--- src/rtl/fu_wb_arbiter.sv ---
// fu_wb_arbiter: per-FU result FIFOs arbitrated round-robin onto the single register-file write port
// Optional WB_BYPASS_EN lets an empty channel compete straight from its inputs for 1-cycle latency.
module fu_wb_arbiter #(
   parameter int NUM_FU = 5,
   parameter int DATA_W = 32,
   parameter int ADDR_W = 5,
   parameter int DEPTH  = 2
) (
   input  logic                      clk,
   input  logic                      rst,
   input  logic                      flush,
   input  logic [NUM_FU-1:0]         fu_valid,
   input  logic [NUM_FU*ADDR_W-1:0]  fu_rd,
   input  logic [NUM_FU*DATA_W-1:0]  fu_data,
   output logic [NUM_FU-1:0]         fu_ready,
   output logic                      wb_we,
   output logic [ADDR_W-1:0]         wb_addr,
   output logic [DATA_W-1:0]         wb_data,
   output logic [$clog2(NUM_FU)-1:0] wb_src,
   output logic                      idle
);
   localparam int SRC_W = $clog2(NUM_FU);
   localparam int PTR_W = $clog2(DEPTH);
   localparam int CNT_W = PTR_W + 1;

   logic [NUM_FU-1:0] empty, full, req, push, pop, take;
   logic [ADDR_W-1:0] in_rd [NUM_FU];
   logic [ADDR_W-1:0] head_rd [NUM_FU];
   logic [DATA_W-1:0] in_data [NUM_FU];
   logic [DATA_W-1:0] head_data [NUM_FU];
   logic [SRC_W-1:0]  rr, gnt_idx;
   logic              gnt;
   logic [ADDR_W-1:0] sel_rd;
   logic [DATA_W-1:0] sel_data;

   assign fu_ready = ~full;
   assign idle     = &empty & ~wb_we;
   assign pop      = take & ~empty;

`ifdef WB_BYPASS_EN
   assign req      = ~empty | fu_valid;
   assign push     = fu_valid & fu_ready & ~(take & empty);
   assign sel_rd   = empty[gnt_idx] ? in_rd[gnt_idx] : head_rd[gnt_idx];
   assign sel_data = empty[gnt_idx] ? in_data[gnt_idx] : head_data[gnt_idx];
`else
   assign req      = ~empty;
   assign push     = fu_valid & fu_ready;
   assign sel_rd   = head_rd[gnt_idx];
   assign sel_data = head_data[gnt_idx];
`endif

   for (genvar i = 0; i < NUM_FU; i++) begin : ch
      logic [ADDR_W-1:0] rd_q [DEPTH];
      logic [DATA_W-1:0] data_q [DEPTH];
      logic [PTR_W-1:0]  wp, rp;
      logic [CNT_W-1:0]  cnt;
      assign in_rd[i]     = fu_rd[i*ADDR_W +: ADDR_W];
      assign in_data[i]   = fu_data[i*DATA_W +: DATA_W];
      assign take[i]      = gnt && gnt_idx == SRC_W'(i);
      assign empty[i]     = cnt == '0;
      assign full[i]      = cnt == CNT_W'(DEPTH);
      assign head_rd[i]   = rd_q[rp];
      assign head_data[i] = data_q[rp];
      always_ff @(posedge clk or negedge rst) begin
         if (!rst) begin
            wp  <= '0;
            rp  <= '0;
            cnt <= '0;
         end else if (flush) begin
            wp  <= '0;
            rp  <= '0;
            cnt <= '0;
         end else begin
            if (push[i]) wp <= wp + 1'b1;
            if (pop[i]) rp <= rp + 1'b1;
            cnt <= cnt + CNT_W'(push[i]) - CNT_W'(pop[i]);
         end
      end
      always_ff @(posedge clk) begin
         if (push[i]) begin
            rd_q[wp]   <= in_rd[i];
            data_q[wp] <= in_data[i];
         end
      end
   end

   // First requester at or after rr, wrapping modulo NUM_FU
   always_comb begin
      gnt     = 1'b0;
      gnt_idx = '0;
      for (int k = 0; k < NUM_FU; k++) begin
         if (!gnt && req[(int'(rr) + k) % NUM_FU]) begin
            gnt     = 1'b1;
            gnt_idx = SRC_W'((int'(rr) + k) % NUM_FU);
         end
      end
   end

   // rd==0 results still take the slot and move the pointer, but never assert the write
   always_ff @(posedge clk or negedge rst) begin
      if (!rst) begin
         rr      <= '0;
         wb_we   <= 1'b0;
         wb_addr <= '0;
         wb_data <= '0;
         wb_src  <= '0;
      end else if (flush) begin
         rr    <= '0;
         wb_we <= 1'b0;
      end else begin
         wb_we <= gnt && sel_rd != '0;
         if (gnt) begin
            rr      <= (gnt_idx == SRC_W'(NUM_FU - 1)) ? '0 : gnt_idx + 1'b1;
            wb_addr <= sel_rd;
            wb_data <= sel_data;
            wb_src  <= gnt_idx;
         end
      end
   end
endmodule
--- config.mk ---
export PLATFORM = sky130hd
export DESIGN_NAME = fu_wb_arbiter
export DESIGN_NICKNAME = d
export VERILOG_FILES = /design/src/rtl/fu_wb_arbiter.sv
export SDC_FILE = /design/constraint.sdc
export NUM_CORES = 1
export LEC_CHECK = 0
export ABC_AREA = 1
export CORE_MARGIN = 3
export CORE_UTILIZATION = 53
export CTS_CLUSTER_DIAMETER = 50
export DETAILED_ROUTE_END_ITERATION = 10
export DONT_BUFFER_PORTS = 1
export GPL_TIMING_DRIVEN = 0
export HOLD_SLACK_MARGIN = 0.08
export MAX_ROUTING_LAYER = met4
export PLACE_DENSITY = 0.71
export RECOVER_POWER = 25
export SLEW_MARGIN = 30
export SYNTH_ARGS = -nofsm -noshare
export SYNTH_HDL_FRONTEND = slang
export SYNTH_SLANG_ARGS = --single-unit
--- constraint.sdc ---
create_clock -name clk -period 5.5 [get_ports clk]
set_input_delay 0.825 -clock clk [delete_from_list [all_inputs] [get_ports clk]]
set_output_delay 0.825 -clock clk [all_outputs]
set_load 0.1 [all_outputs]
==> results by group <==
Outcome
  • Status: complete, but fails checks
  • Failing checks: capacitance limit, slew limit

Timing
  • Skew final: 0.0308 ns
  • Final Hold Viols: 0
  • Fin crit share: 0.952
  • Max Clk Rate: 0.191 GHz
  • Worst-margin pin slew: 3.87 ns
  • Rel. slew slack: -1.58
  • Setup-failing EPs final: 0
  • Slew Viols, Final: 65
  • Fin crit period: 5.24 ns
  • Setup tns final: 0 ns

Worst setup path
  • CP max FO: 11
  • CP endpoint kind: flop
  • Critical path data required time: 5.92 ns
  • Critical path's slowest cell: dfrtp_2
  • Most frequent CP cell: ha_1
  • Worst path max stage delay: 0.41 ns
  • Critical Path AT: 5.65 ns
  • CP Launch Type: flop
  • WS Path Type: reg2reg

Global route
  • Vias in the first global route: 12700
  • Largest net degree at the start of global routing: 65
  • Initial antenna violation count: 4
  • First-pass GRT wire length: 75.4 mm
  • Total gr overflow: 0
  • Gr usage total: 0.273

Finish
  • Area delta synth->final: 15.9%
  • Post-route cell area: 0.0217 mm^2
  • Util after Layout: 0.626
  • Fraction of layout cells with a size suffix above 1: 0.116
  • Final nets: 1977

Synth
  • Mapped Avg Cell Area: 11.2 um^2
  • Post-Syn Area: 0.0187 mm^2
  • Library cells used by synthesis: 43
  • Sequential area share after synthesis: 0.679
  • Net count after synthesis: 1896
  • Cells after Synth: 1670
  • Synthesized flop and latch total: 434
  • Yosys Warn Count: 0

Floorplan
  • Die W: 194 um
  • Starting Density: 0.540
  • I/O pins: 240
  • # rows: 68
  • Core ar.: 0.0347 mm^2
  • Die area: 0.0376 mm^2
  • Die H: 194 um

Clock tree
  • CTS root buffer: clkbuf_16
  • CTS Buf Count: 44
  • Max clock buf depth: 3
  • H-Tree Depth: 2
  • CTS Sinks: 434
  • CTS clk-pin slew, worst paths: 0.06 ns
  • Clock latency on the worst-skew pair: 0.58 ns
  • CTS tree: done

Drt
  • Initial DRC Count: 1128
  • Routed Wire Length: 51.1 mm
  • Vias per cell: 5.74
  • Via count: 12900
  • Drc violations: 0
  • DRT Pass-1 Iters: 6
  • Drt wl/cell: 22.7 um
  • Antenna viol nets, final: 0

Placement
  • Routability congestion estimate: 0.938
  • Port bufs: 0
  • DP HPWL: 37.1 mm
  • Placed Area: 0.0198 mm^2

Run
  • Max Cap Violations: 1

Min path
  • Hold WC Path Type: in2reg
## worst max-delay path, delay by kind of cell (launching register included)
kind	cells	cell delay, ns
xor gates and xnor gates	2	0.27
buffers and inverters	8	0.78
DFF	1	0.41
AOI/OAI and AO/OA	2	0.22
and+or+nand+nor	14	1.77
adders and majority gates	8	1.62
## sequential cells by signal (all words and copies together), names as in the netlist
signal and count:
wb_addr 5, ch.wp 5, wb_we 1, ch.cnt 10, rr 3, ch.rd_q 50, ch.rp 5, ch.data_q 320
wb_src 3, wb_data 32
## routing by layer
metal	up-vias	track usage	routed length [um]
li1	5972	-	-
met1	6256	0.311	18600
met2	549	0.445	25000
met3	117	0.0850	4870
met4	0	0.127	2700
met5	-	-	0
## cells in the mapped netlist (all sizes together)
| library cell | count | share of area |
|---|---|---|
| o211ai | 8 | 0.0032 |
| nand4 | 15 | 0.0058 |
| ha | 33 | 0.022 |
| edfxtp | 370 | 0.59 |
| mux2i | 30 | 0.016 |
| buf | 34 | 0.012 |
| nor4 | 1 | 0.00033 |
| o31ai | 2 | 0.00080 |
| a21oi | 17 | 0.0049 |
| o21ai | 162 | 0.044 |
| clkbuf | 42 | 0.0084 |
| or2 | 8 | 0.0027 |
| xor2 | 11 | 0.0055 |
| nand2 | 373 | 0.076 |
| o2111ai | 1 | 0.00047 |
| o311ai | 27 | 0.013 |
| nand3 | 90 | 0.026 |
| a31oi | 5 | 0.0017 |
| nor2 | 285 | 0.059 |
| clkinv | 2 | 0.00040 |
| o32ai | 2 | 0.00094 |
| inv | 78 | 0.016 |
| nor3 | 3 | 0.0011 |
| xnor2 | 6 | 0.0028 |
| dfrtp | 64 | 0.085 |
| nand3b | 1 | 0.00040 |
## cell families after synthesis
logic type | count (synthesis) | synth area share
AOI/OAI and AO/OA | 224 | 0.0683
xor gates and xnor gates | 17 | 0.00835
adders and majority gates | 33 | 0.0220
buffers and inverters | 156 | 0.0362
DFF | 434 | 0.679
muxes | 30 | 0.0160
and+or+nand+nor | 776 | 0.170
## cells in the final DEF, fill, tap and decap left out, drive strengths merged, types with 8 or more instances in the layout
cell      n
diode     8
xor2     11
edfxtp  370
o211ai    8
inv      78
a21oi    17
buf      65
o311ai   27
nand3    90
nand2   373
clkinv   17
clkbuf  100
nand4    15
nor2    285
mux2i    30
o21ai   162
dfrtp    64
or2       8
ha       33
## area by class of cell
type / count / area (um^2)
plain buffers: 74 / 423
well taps: 455 / 569
inverters: 80 / 315
repair buffers: 37 / 641
clock buffers: 54 / 1150
diodes: 8 / 20.0
multi-input cells: 1080 / 5580
fillers: 2592 / 13000
flip-flops and latches: 434 / 12700
clock inverters: 26 / 300
## path summary, 6_finish.rpt
| path | slack (ns) | from | cells after the start | to |
|---|---|---|---|---|
| min reg2reg | 0.54 | ch[4].data_q[0][8]$_DFFE_PP_ | 2 | wb_data[8]$_DFFE_PN0P_ |
| min | 0.33 | fu_data[153] | 0 | ch[4].data_q[0][25]$_DFFE_PP_ |
| max | 0.26 | rr[0]$_DFFE_PN0P_ | 34 | ch[3].cnt[1]$_DFF_PN0_ |
| max reg2reg | 0.26 | rr[0]$_DFFE_PN0P_ | 34 | ch[3].cnt[1]$_DFF_PN0_ |
| min in group asynchronous | 1.57 | rst | 1 | wb_data[4]$_DFFE_PN0P_ |
| max in group asynchronous | 1.39 | rst | 1 | rr[0]$_DFFE_PN0P_ |
## repair_timing
action / 4_1_cts / 5_1_grt
setup buffers: 4 / 13
endpoints found under the hold margin: 64 / 0
resized for setup: 16 / 50
endpoints found under the setup margin: 48 / 36
gates cloned: 0 / 2
pin swaps: 2 / 19
hold buffers: 1 / 0
## stage by stage
| stage | std cells | setup WS (ns) | hold WS [ns] |
|---|---|---|---|
| detailed placement | 2142 | -0.926 | 0.531 |
| global route | 2248 | -0.00333 | 0.315 |
| CTS | 2225 | 0.00331 | 0.115 |
| global placement | 2125 | -0.884 | 0.532 |
| floorplan | 1670 | 0.310 | 0.503 |
| finish | 2248 | 0.264 | 0.333 |
Power is left out: the tool's default activity adds up to more than one toggle a clock period on the data nets, which glitch-free logic cannot reach.
